[src/rtl/ram_bank_sequencer.sv]
// Frame-level controller for the two-bank RAM demux: selects the bank for each frame,
// grants the write port until N writes land, then the read port until N reads drain.
module ram_bank_sequencer #(
    parameter int unsigned SIZE       = 1024,
    parameter int unsigned ADDR_WIDTH = $clog2(SIZE),
    localparam int unsigned CNT_W     = ADDR_WIDTH + 1
) (
    input  logic             clk,
    input  logic             rst,

    input  logic [CNT_W-1:0] frame_req_r_data,
    input  logic             frame_req_r_vld,
    output logic             frame_req_r_rdy,

    output logic             sel_req_s_data,
    output logic             sel_req_s_vld,
    input  logic             sel_req_s_rdy,

    input  logic             sel_resp_r_vld,
    output logic             sel_resp_r_rdy,

    input  logic             wr_cmpl,
    input  logic             rd_cmpl,
    output logic             wr_grant,
    output logic             rd_grant,

    output logic             frame_done_s_data,
    output logic             frame_done_s_vld,
    input  logic             frame_done_s_rdy,

    output logic             bank,
    output logic             err
);

    typedef enum logic [2:0] {
        StIdle,
        StSel,
        StSelWait,
        StFill,
        StDrain,
        StDone
    } state_e;

    state_e           state_q, state_d;
    logic [CNT_W-1:0] cnt_q, cnt_d;
    logic [CNT_W-1:0] n_q, n_d;
    logic             bank_q, bank_d;
    logic             next_bank_q, next_bank_d;
    logic             err_q, err_d;
    // Keeps frame_req_r_rdy low while reset is asserted; rises on the first clock after release.
    logic             out_en_q;

    logic             req_accept;
    logic             n_ok;
    logic             last_beat;

    assign req_accept = frame_req_r_vld & frame_req_r_rdy;
    assign n_ok       = (frame_req_r_data != '0) && (frame_req_r_data <= CNT_W'(SIZE));
    assign last_beat  = (cnt_q == n_q - CNT_W'(1));

    always_ff @(posedge clk or negedge rst) begin
        if (!rst) begin
            state_q     <= StIdle;
            cnt_q       <= '0;
            n_q         <= '0;
            bank_q      <= 1'b0;
            next_bank_q <= 1'b0;
            err_q       <= 1'b0;
            out_en_q    <= 1'b0;
        end else begin
            state_q     <= state_d;
            cnt_q       <= cnt_d;
            n_q         <= n_d;
            bank_q      <= bank_d;
            next_bank_q <= next_bank_d;
            err_q       <= err_d;
            out_en_q    <= 1'b1;
        end
    end

    always_comb begin
        state_d     = state_q;
        cnt_d       = cnt_q;
        n_d         = n_q;
        bank_d      = bank_q;
        next_bank_d = next_bank_q;
        err_d       = err_q;

        unique case (state_q)
            StIdle: begin
                if (req_accept) begin
                    if (n_ok) begin
                        n_d     = frame_req_r_data;
                        bank_d  = next_bank_q;
                        state_d = StSel;
                    end else begin
                        err_d = 1'b1;
                    end
                end
            end
            StSel: begin
                if (sel_req_s_rdy) begin
                    state_d = StSelWait;
                end
            end
            StSelWait: begin
                if (sel_resp_r_vld) begin
                    state_d = StFill;
                end
            end
            StFill: begin
                if (wr_cmpl) begin
                    if (last_beat) begin
                        cnt_d   = '0;
                        state_d = StDrain;
                    end else begin
                        cnt_d = cnt_q + CNT_W'(1);
                    end
                end
            end
            StDrain: begin
                if (rd_cmpl) begin
                    if (last_beat) begin
                        cnt_d   = '0;
                        state_d = StDone;
                    end else begin
                        cnt_d = cnt_q + CNT_W'(1);
                    end
                end
            end
            StDone: begin
                if (frame_done_s_rdy) begin
                    next_bank_d = ~bank_q;
                    state_d     = StIdle;
                end
            end
            default: begin
                state_d = StIdle;
            end
        endcase

        // Out-of-phase pulses are not counted, only flagged.
        if (wr_cmpl && (state_q != StFill)) begin
            err_d = 1'b1;
        end
        if (rd_cmpl && (state_q != StDrain)) begin
            err_d = 1'b1;
        end
        if (sel_resp_r_vld && (state_q != StSelWait)) begin
            err_d = 1'b1;
        end
    end

    always_comb begin
        frame_req_r_rdy   = out_en_q && (state_q == StIdle);
        sel_req_s_vld     = (state_q == StSel);
        sel_req_s_data    = (state_q == StSel) ? bank_q : 1'b0;
        sel_resp_r_rdy    = (state_q == StSelWait);
        wr_grant          = (state_q == StFill);
        rd_grant          = (state_q == StDrain);
        frame_done_s_vld  = (state_q == StDone);
        frame_done_s_data = (state_q == StDone) ? bank_q : 1'b0;
        bank              = bank_q;
        err               = err_q;
    end

endmodule

[config.mk]
export PLATFORM = sky130hd
export DESIGN_NAME = ram_bank_sequencer
export DESIGN_NICKNAME = d
export VERILOG_FILES = /design/src/rtl/ram_bank_sequencer.sv
export SDC_FILE = /design/constraint.sdc
export NUM_CORES = 1
export LEC_CHECK = 0
export CORE_MARGIN = 5
export CORE_UTILIZATION = 50
export DETAILED_ROUTE_END_ITERATION = 16
export HOLD_SLACK_MARGIN = 0.02
export PLACE_DENSITY = 0.75
export SYNTH_ARGS = -nofsm -noshare
export SYNTH_HDL_FRONTEND = slang
export SYNTH_SLANG_ARGS = --single-unit
[constraint.sdc]
create_clock -name clk -period 6.7 [get_ports clk]
set_input_delay 1.34 -clock clk [delete_from_list [all_inputs] [get_ports clk]]
set_output_delay 1.34 -clock clk [all_outputs]
set_load 0.03 [all_outputs]
# [After elaboration in Yosys (flattened, before gate mapping)]
# Cells that the tools add are included.
[word_totals] ff_bits=29
[classes] add_sub_neg=2 order_cmp=1 n_eq_ne=19 mux=22 bitwise=2 reduce_logical=15
[op_table] cell="11-bit two-way mux" count=3
[op_table] cell="3-bit two-way mux" count=9
[op_table] cell="11-bit one-hot mux with 2 select lines" count=1
[op_table] cell="3-bit one-hot mux with 6 select lines" count=1
[op_table] cell="11-bit by 1-bit adder with 11-bit output, second input constant" count=1
[op_table] cell="11-bit equality test" count=1
[op_table] cell="11-bit <= comparator, second input constant" count=1
[op_table] cell="11-bit nonzero test" count=1
[op_table] cell="11-bit by 1-bit subtractor with 11-bit output, second input constant" count=1
[op_table] cell="2-bit inequality test, second input constant" count=5
[op_table] cell="3-bit AND reduction" count=3
[op_table] cell="9-bit AND reduction" count=1
[op_table] cell="1-bit two-way mux" count=8
[op_table] cell="2-bit by 1-bit inequality test with 1-bit output, second input constant" count=4
[op_table] cell="4-bit nonzero test" count=2
[op_table] cell="3-bit by 2-bit equality test with 1-bit output, second input constant" count=2
[op_table] cell="3-bit equality test, second input constant" count=2
[op_table] cell="3-bit by 2-bit inequality test with 1-bit output, second input constant" count=2
[op_table] cell="1-bit logical AND" count=5
[op_table] cell="4-bit by 1-bit inequality test with 1-bit output, second input constant" count=1
[op_table] cell="3-bit by 1-bit equality test with 1-bit output, second input constant" count=1
[op_table] cell="3-bit zero test" count=1
[op_table] cell="3-bit inequality test, second input constant" count=1
[op_table] cell="2-bit AND reduction" count=1
[op_table] cell="other kinds (3)" count=3

# [Logic depth before layout (Yosys ltp)]
# Gate-level depths: netlist of the first run.
[logic_depth] word_depth=8 mapped_depth=9 depth_no_buf=9

# [Worst setup path after synthesis of the first run]
# Ideal clock, no wire load.
[synth_path] kind="reg2out" start="reg state_q[0]" end="out frame_done_s_data" arrival_ns=1.910 required_ns=5.360 path_slack_ns=3.450 stages_incl_launch_ff=4 path_buffers=1 cell_sequence="dfrtp_1 -> clkbuf_1 -> nor3b_1 -> and2_1"
[synth_via] elab_chain_len=2
[synth_lines] element="start, declared" line="44" rtl="state_e state_q, state_d;"
[synth_lines] element="start signal, assigned" line="63" rtl="state_q <= StIdle;"
[synth_lines] element="start signal, assigned" line="71" rtl="state_q <= state_d;"
[synth_lines] element="3-bit equality test"
[synth_lines] element="named net frame_done_s_vld" line="28" rtl="output logic frame_done_s_vld,"
[synth_lines] element="1-bit two-way mux" line="162" rtl="frame_done_s_data = (state_q == StDone) ? bank_q : 1'b0;"
[synth_lines] element="end, declared" line="27" rtl="output logic frame_done_s_data,"
# The timed path passes the listed nets, and every way through them passes these cells.

# [Worst setup path in the final report of the first run]
[layout_path] start="in frame_req_r_data[5]" end="reg state_q[0]"
[layout_via] elab_chain_len=4
[layout_lines] element="start, declared" line="11" rtl="input logic [CNT_W-1:0] frame_req_r_data,"
[layout_lines] element="11-bit <= comparator / 11-bit nonzero test (equally long branches)" line="58" rtl="assign n_ok = (frame_req_r_data != '0) && (frame_req_r_data <= CNT_W'(SIZE));"
[layout_lines] element="1-bit logical AND (*)" line="58"
[layout_lines] element="2-bit inequality test (no line) (*)"
[layout_lines] element="9-bit AND reduction (no line) (*)"
# Every way passes the cells marked *; elsewhere a longest branch is shown, timed or not.
# A chain may end at the register's enable or synchronous reset.

==> results.md, run 1 <==
Synth:
- Counting distinct cell types in the post-synthesis netlist gives 46.
- The share of the Yosys chip area taken by registers is around two fifths.
- The area share of fa/ha/maj cells after synthesis is roughly 1.4%.
- Sorting the synthesized cells by area gives the leading types as sky130_fd_sc_hd__dfrtp_1 40%, sky130_fd_sc_hd__mux2_2 6.2%, sky130_fd_sc_hd__xnor2_1 5.3%, sky130_fd_sc_hd__nand2_1 4.1%, sky130_fd_sc_hd__xor2_1 3.4%.
- The largest total area in the synthesized netlist belongs to sky130_fd_sc_hd__dfrtp_1.
- The synthesized design contains 0 enable-type register cells.
- Among all flip-flop cells after synthesis, the most frequent one is sky130_fd_sc_hd__dfrtp_1.
- By area, the combinational part of the netlist is dominated by simple AND/OR/NAND/NOR gates.
- After synthesis the netlist holds a flip-flop and latch count of 29.
- The number of warnings issued by yosys is 0.
- Of the post-synthesis cell area, the part taken by muxes is 8.10%.
- The average instance in the mapped netlist occupies 9.35 µm².
- The netlist area before placement is roughly 1800 µm².
- The area share of and/or/nand/nor cells after synthesis is 26.6%.
- The synthesized net count is between 200 and 250.
- The share of synthesized area in the top cell type comes to 39.8%.
- In the synthesized netlist the async set-or-reset flop fraction comes to 100%.
- Synthesis produced a netlist whose cell count is 195.
- The area share of xor/xnor cells in the synthesized design is 8.65%.
- The post-synthesis compound-gate area fraction is 12.3%.

Route:
- In this run, the number of DRC markers left after iteration 0 of detailed routing was ~110.
- For this run, design rule violations remaining after detail routing come to 0.
- The average wire per cell in the routed design is 13.5 µm.
- The sum of routed wire length over all layers is ~3700 µm.
- The routed layout has approximately 1500 vias.
- For this run, the detailed router's first-pass iteration total came to 4.
- The post-detailed-route via-to-cell ratio is between 5 and 6.
- The count of nets left with antenna violations once routing finished came out at 0.

Finish:
- The number of antenna diodes in the final layout is 0.
- Compared with the post-synthesis result, the final layout area differs by 21.9%.
- Summing all non-filler instances in the final layout gives an area of 2220 µm².
- After filler insertion, the fill cell instance count of the layout stands at 310.
- Leaving out filler cells and counting taps, the final layout contains 273.
- In the final design database the tool counted approximately 250 nets.
- The share of final-layout standard cells stronger than drive strength 1 is between 10% and 20%.

STA:
- Measured against its own limit, the worst slew margin works out to 36.7%.
- The final sum of negative setup slack is 0 ns.
- The total count of max-transition violations in the final report is 0.
- Derived from the worst setup path, the maximum achievable clock frequency is ~0.27 GHz.
- Setup repair after global routing left no endpoint under its margin.
- The count of endpoints failing hold in the final timing report is 0.
- The share of the cycle needed by the critical path after routing is 55.1%.
- Setup violations remaining at the end of the flow were counted as 0.
- After layout, the worst setup slack is 3.01 ns.
- The slew at the pin closest to its max-slew limit is approximately 0.94 ns.
- The smallest hold slack is around 0.47 ns.
- The final clock skew is just over 0.003 ns.
- The shortest period the worst path allows is 3.69 ns.

Clock network:
- The number of setup buffers added after CTS is 0.
- The post-CTS resize count is 0.
- The maximum root-to-sink buffer count is 2.
- The H-tree generated during clock tree synthesis spans 2 levels.
- The clock slew at the register clock pins of the worst setup and hold paths is 0.06 ns.
- The root buffer cell chosen for the clock tree is sky130_fd_sc_hd__clkbuf_8.
- The latest clock arrival within the worst-skew pair is ~0.27 ns.
- The total of hold buffers inserted after clock tree synthesis is 0.
- The clock tree from TritonCTS is done.
- Clock tree synthesis found a total of 29 sinks.
- The number of clock buffers inserted by TritonCTS is 5.

Power and ir drop:
- IR analysis of the VDD net gives a maximum drop of roughly 0.16 mV.
- The leakage power total is ~0.93 nW.
- In this run the power density over the cells is about 220 nW/µm².

GRT:
- The via count of the first global-routing pass is ~1400.
- The remaining global-route overflow is 0.
- Entering global routing, the biggest net connects 30 pins.
- The wire length of the first global-routing pass is between 6000 and 7000 µm.
- The number of antenna violations at the first check in global routing is 0.
- Global routing used roughly 17% of the available tracks.

Floorplanning:
- The horizontal extent of the die is 70.4 µm.
- The vertical extent of the die is about 70 µm.
- The core region is 3610 µm².
- 29 I/O pins were placed.
- The floorplan step defined a die boundary enclosing 4950 µm².
- The initial cell density of the core is between 50% and 60%.
- In this run the core area contains 22 standard-cell rows.

Worst setup path:
- The library cell contributing the largest single delay on the critical path is sky130_fd_sc_hd__nor2_1.
- The top fanout value on the critical path is 14.
- The setup path with the least slack is of type in -> reg.
- The capture point of the worst reg-to-reg path is state_q[0].
- The worst setup path startpoint is frame_req_r_data[5].
- For flop-to-flop paths, the worst setup slack is around 4.0 ns.
- The endpoint required time on the critical path is 6.84 ns.
- The worst path arrival time is ~3.8 ns.
- The largest single stage delay on the critical path is 0.73 ns.
- The signal on the critical path passes through clkdlybuf4s50_1 -> nor4_1 -> nand3_1 -> xnor2_1 -> nor2_1 -> o221a_2 -> mux2i_1 -> o211ai_1.
- The capturing element type of the critical path is a flop.
- The number of cells on the worst reg-to-reg path is 7.
- The most critical setup path has its endpoint at state_q[0].
- The worst register-to-register path begins at state_q[0].
- The type of element launching the critical path is an input pin.

Place:
- The post-detailed-placement half-perimeter wirelength is approximately 2800 µm.
- The number of buffers added on ports is 28.
- The global placer's final weighted congestion is 0.843.
- The cell count after placement is 265.
- The pre-CTS setup slack is 2.72 ns.
- In this run the cell area measured after placement is about 2100 µm².

Flow run:
- The number of max-cap violations is 0.

Run status:
- The flow ran to the end, and the final reports show no timing, DRC or antenna violations.

Hold path:
- In this run the worst hold path is classified as reg -> reg.
[sequential cells by signal (all words and copies together) (netlist names)]
signal / count
next_bank_q: 1
out_en_q: 1
cnt_q: 11
state_q: 3
err: 1
bank: 1
n_q: 11
[power by group]
group / leakage [nW] / switching [mW] / internal, mW
Combinational: 0.543 / 0.0564 / 0.0691
Clock: 0.0395 / 0.0584 / 0.0735
Sequential: 0.351 / 0.0415 / 0.199
Total: 0.933 / 0.156 / 0.342
[placed cells by master, fill, tap and decap left out, drive strengths merged, types with 4 or more instances in the layout]
cell and count:
a21oi 5, and3 5, clkbuf 8, clkdlybuf4s50 28, dfrtp 29, inv 7
mux2 11, nand2 20, nand3 9, nand4 4, nor2 14, nor2b 6
nor3 8, nor4 4, o21ai 8, xnor2 11, xor2 7
[routing by layer]
metal	track usage (%)	up-vias	part of all wire, %	wire length [µm]
li1	-	756	-	-
met1	23.1	684	50	1830
met2	25.4	29	45	1680
met3	3.60	4	4.2	154
met4	5.96	0	0.87	32
met5	0	-	0	0
[per-stage QoR]
step	utilization, %	power [mW]
after floorplan	-	0.332
after global placement	59.4	0.365
after detailed placement	59.4	0.370
after CTS	61.6	0.504
after global routing	61.6	0.537
final	61.6	0.498
[synth_stat cells, types with 2 or more instances]
cell,n
sky130_fd_sc_hd__and3_1,5
sky130_fd_sc_hd__ha_1,2
sky130_fd_sc_hd__a21o_1,3
sky130_fd_sc_hd__inv_1,7
sky130_fd_sc_hd__o21ai_0,8
sky130_fd_sc_hd__nor3_1,6
sky130_fd_sc_hd__mux2_2,10
sky130_fd_sc_hd__nor3b_1,3
sky130_fd_sc_hd__or3_1,2
sky130_fd_sc_hd__nand2b_1,3
sky130_fd_sc_hd__nand2_1,20
sky130_fd_sc_hd__dfrtp_1,29
sky130_fd_sc_hd__nor4_1,4
sky130_fd_sc_hd__o211ai_1,3
sky130_fd_sc_hd__nor2b_1,6
sky130_fd_sc_hd__mux2i_1,2
sky130_fd_sc_hd__nor2_1,14
sky130_fd_sc_hd__and2_1,2
sky130_fd_sc_hd__buf_2,2
sky130_fd_sc_hd__nand4_1,4
sky130_fd_sc_hd__a211o_1,2
sky130_fd_sc_hd__a31oi_1,2
sky130_fd_sc_hd__clkbuf_1,5
sky130_fd_sc_hd__nand3_1,9
sky130_fd_sc_hd__a21oi_1,5
sky130_fd_sc_hd__xor2_1,7
sky130_fd_sc_hd__xnor2_1,11
[final cells by class]
cell class / instances / area, µm² / share of cell area [%]
clock buffers: 8 / 80.1 / 3.60
multi-input cells: 152 / 1040 / 46.9
flip-flops and latches: 29 / 726 / 32.7
inverters: 7 / 26.3 / 1.18
repair buffers: 29 / 288 / 13.0
well taps: 48 / 60.1 / 2.70
[worst min path at each step]
stage	from	end	slack (ns)	cells after the start
final	err	err	0.47	1
after global placement	err	err	0.46	1
after CTS	err	err	0.48	1
after global routing	err	err	0.50	1
after detailed placement	err	err	0.47	1
after floorplan	next_bank_q	next_bank_q	0.44	2
[kinds of logic (layout without fill, tap and decap cells)]
kind of cell | count (synthesis) | after routing
AOI/OAI and AO/OA | 31 | 31
xor gates and xnor gates | 18 | 18
adders and majority gates | 2 | 2
buffers and inverters | 14 | 44
DFF | 29 | 29
muxes | 13 | 13
other | 1 | 1
and+or+nand+nor | 87 | 87
[critical path, delay by kind of cell]
kind	cells	cell delay (ns)
AO/OA/AOI/OAI	2	0.50
XOR/XNOR	1	0.18
buffers and inverters	1	0.43
multiplexers	1	0.20
AND/OR/NAND/NOR	3	1.19
No activity file was read; power rests on OpenSTA's default activity.
==> run 2: changes to the inputs <==
--- a/config.mk
+++ b/config.mk
@@ -6,10 +6,10 @@
 export NUM_CORES = 1
 export LEC_CHECK = 0
 export CORE_MARGIN = 5
-export CORE_UTILIZATION = 50
+export CORE_UTILIZATION = 48
 export DETAILED_ROUTE_END_ITERATION = 16
 export HOLD_SLACK_MARGIN = 0.02
-export PLACE_DENSITY = 0.75
+export PLACE_DENSITY = 0.76
 export SYNTH_ARGS = -nofsm -noshare
 export SYNTH_HDL_FRONTEND = slang
 export SYNTH_SLANG_ARGS = --single-unit
==> constraint.sdc (replaced) <==
create_clock -name clk -period 3.31 [get_ports clk]
set_input_delay 0.662 -clock clk [delete_from_list [all_inputs] [get_ports clk]]
set_output_delay 0.662 -clock clk [all_outputs]
set_load 0.03 [all_outputs]
==> results.md, run 2 (synthesis results as in run 1) <==
Run status:
- The run finished with clean final reports.

Worst setup path:
- The type of the worst setup path is reg -> out.
- The critical path goes through inv_1 -> nor3b_1 -> and2_1 -> clkdlybuf4s50_1.
- The critical path capture point is frame_done_s_data.
- The launch point of the worst reg-to-reg path is n_q[0].
- The length in cells of the worst reg-to-reg path is 9 (+2).
- The type of element launching the critical path is a flop.
- The library cell contributing the largest single delay on the critical path is sky130_fd_sc_hd__clkdlybuf4s50_1.
- The reg-to-reg setup timing slack is 0.90 ns (-3.14 ns).
- The endpoint required time on the critical path is 2.65 ns (-4.19 ns).
- The capturing element type of the critical path is a primary output.
- The most critical setup path has its startpoint at state_q[2].
- The top fanout value on the critical path is 9 (-5).
- The worst path arrival time is 2.02 ns (-1.82 ns).
- The endpoint identified for the worst register-to-register timing path is cnt_q[2].
- The maximum cell stage delay along the critical path is 0.66 ns (-0.07 ns).

Finish:
- The area taken by multi-input logic gates was 1040 µm² (unchanged).
- The largest registers in the layout are cnt_q (11), n_q (11), state_q (3).
- The share of final-layout standard cells stronger than drive strength 1 is 12.3% (+1.2 points).
- The final cell count without fillers is 276 (+1.1%).
- The post-layout utilization of the core was 61.3% (-0.31 points).
- The library cell used most frequently in the layout, excluding fill and tap cells, is sky130_fd_sc_hd__dfrtp_1.
- The final layout net count was 248 (+1.2%).
- The number of filler instances in the final layout was 320 (+3.2%).
- In the layout the commonest cells are 29 x sky130_fd_sc_hd__dfrtp_1, 28 x sky130_fd_sc_hd__clkdlybuf4s50_1, 20 x sky130_fd_sc_hd__nand2_1.
- The final design instance area without fill is 2240 µm² (+1.0%).
- Compared with the post-synthesis result, the final layout area differs by 23.1%.
- The area used by sequential logic in the layout came to 726 µm² (unchanged).
- The number of antenna repair diodes is 0 (unchanged).

Route:
- The post-detailed-route via-to-cell ratio is 5.39 (about the same).
- The sum of routed wire length over all layers is 3680 µm (-0.22%).
- The detailed router's first-iteration violation count came to 83 (-24%).
- The number of remaining DRC errors came to 0 (unchanged).
- The post-detailed-route count of antenna-violating nets was 0 (unchanged).
- The first-pass iteration count of the detailed router is 4 (unchanged).
- The detailed-route via count was 1489 (+1.1%).
- The average wire per cell in the routed design was 13.3 µm (-1.3%).

STA:
- Static timing analysis puts the maximum clock frequency at around 0.37 GHz.
- The smallest hold slack is 0.489 ns (+0.0147 ns).
- The count of endpoints failing hold in the final timing report is 0 (unchanged).
- The share of the cycle needed by the critical path after routing is roughly 81%.
- The setup slack after layout came to 0.632 ns (-2.37 ns).
- The slew at the pin closest to its max-slew limit came to 0.509 ns (-0.432 ns).
- The relative max-transition margin was 65.9% (+29 points).
- Setup repair after global routing left no endpoint under its margin.
- The shortest period the worst path allows is approximately 2.7 ns.
- The final sum of negative setup slack is 0 ns (unchanged).
- The final clock skew is 0.00433 ns (+0.00128 ns).
- The final setup violation count was 0 (unchanged).
- The total count of max-transition violations in the final report is 0 (unchanged).

Floorplanning:
- The floorplan die area is 5130 µm² (+3.6%).
- The placeable core region is 3660 µm² (+1.5%).
- The vertical extent of the die is 71.6 µm (+1.8%).
- The I/O pin total is 29 (unchanged).
- The initial cell density of the core was 49.8% (-0.76 points).
- The total number of placement rows is 22 (unchanged).
- The horizontal extent of the die is 71.6 µm (+1.8%).

Clock network:
- The number of clock buffers inserted by TritonCTS was 5 (unchanged).
- The latest clock arrival within the worst-skew pair is 0.27 ns (about the same).
- The CTS H-tree depth was 2 (unchanged).
- The total of hold buffers inserted after clock tree synthesis is 0 (unchanged).
- The clock slew at the register clock pins of the worst setup and hold paths was 0.06 ns (about the same).
- The maximum root-to-sink buffer count is 2 (unchanged).
- The number of post-CTS setup repair buffers was 0 (unchanged).
- The clock root buffer master is sky130_fd_sc_hd__clkbuf_8.
- The post-CTS resize count was 0 (unchanged).
- The clock tree from TritonCTS is done.
- The clock sink total is 29 (unchanged).

Place:
- The cell count after placement is 268 (+1.1%).
- The pre-CTS setup slack is 0.685 ns (-2.04 ns).
- The global placer's final weighted congestion is 0.830 (-1.5%).
- The number of buffers added on ports is 28 (unchanged).
- The post-detailed-placement half-perimeter wirelength was 2850 µm (+0.48%).
- The cell area after placement came to 2160 µm² (+1.1%).

GRT:
- The largest net degree at the start of global routing was 30 (unchanged).
- The most crowded layer after global routing is met2.
- The met1 usage in global routing was 21.8% (-1.3 points).
- The via count of the first global-routing pass is 1379 (-2.1%).
- The remaining global-route overflow is 0 (unchanged).
- The global-route total usage across every layer is 15.9% (-0.75 points).
- The number of antenna violations at the first check in global routing is 0 (unchanged).
- The routing usage on met2 is 23.8% (-1.6 points).
- The wire length of the first global-routing pass was 6400 µm (-3.1%).
- The met3 routing resource usage after global routing is 3.65% (+0.049 points).

Power and ir drop:
- The leakage power total is 0.949 nW (+1.7%).
- The power after layout is 1.01 mW (+100%).
- The worst IR drop on VDD is 0.268 mV (+65%).
- The total power density per cell area came to 450 nW/µm² (+100%).

Flow run:
- The number of max-cap violations is 0 (unchanged).

Hold path:
- The path type of the worst min-delay path is reg -> reg.
==> run 2: cell type report <==
class,count,share of cell area [%]
multi-input combinational,152,46.4
timing repair buffer,32,13.8
clock buffer,8,3.57
inverter,7,1.17
tap,48,2.68
sequential,29,32.3
==> run 2: how the worst min path moves through the flow <==
stage | from | endpoint | slack [ns] | cells after the start
2_1_floorplan | rst | bank | 0.37 | 0
3_3_place_gp | next_bank_q | next_bank_q | 0.47 | 2
3_5_place_dp | err | err | 0.48 | 1
4_1_cts | err | err | 0.49 | 1
5_1_grt | err | err | 0.51 | 1
6_report | err | err | 0.49 | 1
==> run 2: metal layers <==
layer / vias to the layer above / routed length [µm]
met3: 6 / 112
met2: 26 / 1700
met5: - / 0
met4: 0 / 67
met1: 700 / 1800
li1: 757 / -
==> run 2: worst max-delay path, delay by kind of cell (launching register included) <==
family / cells / cell delay [ns]
flip-flops: 1 / 0.52
AND/OR/NAND/NOR: 2 / 0.47
buffers and inverters: 2 / 0.75
==> run 2: where the power goes <==
part	leakage, nW	switching, mW	internal [mW]
registers	0.351	0.0879	0.404
logic	0.559	0.112	0.140
clock network	0.0395	0.117	0.149
total	0.949	0.317	0.693
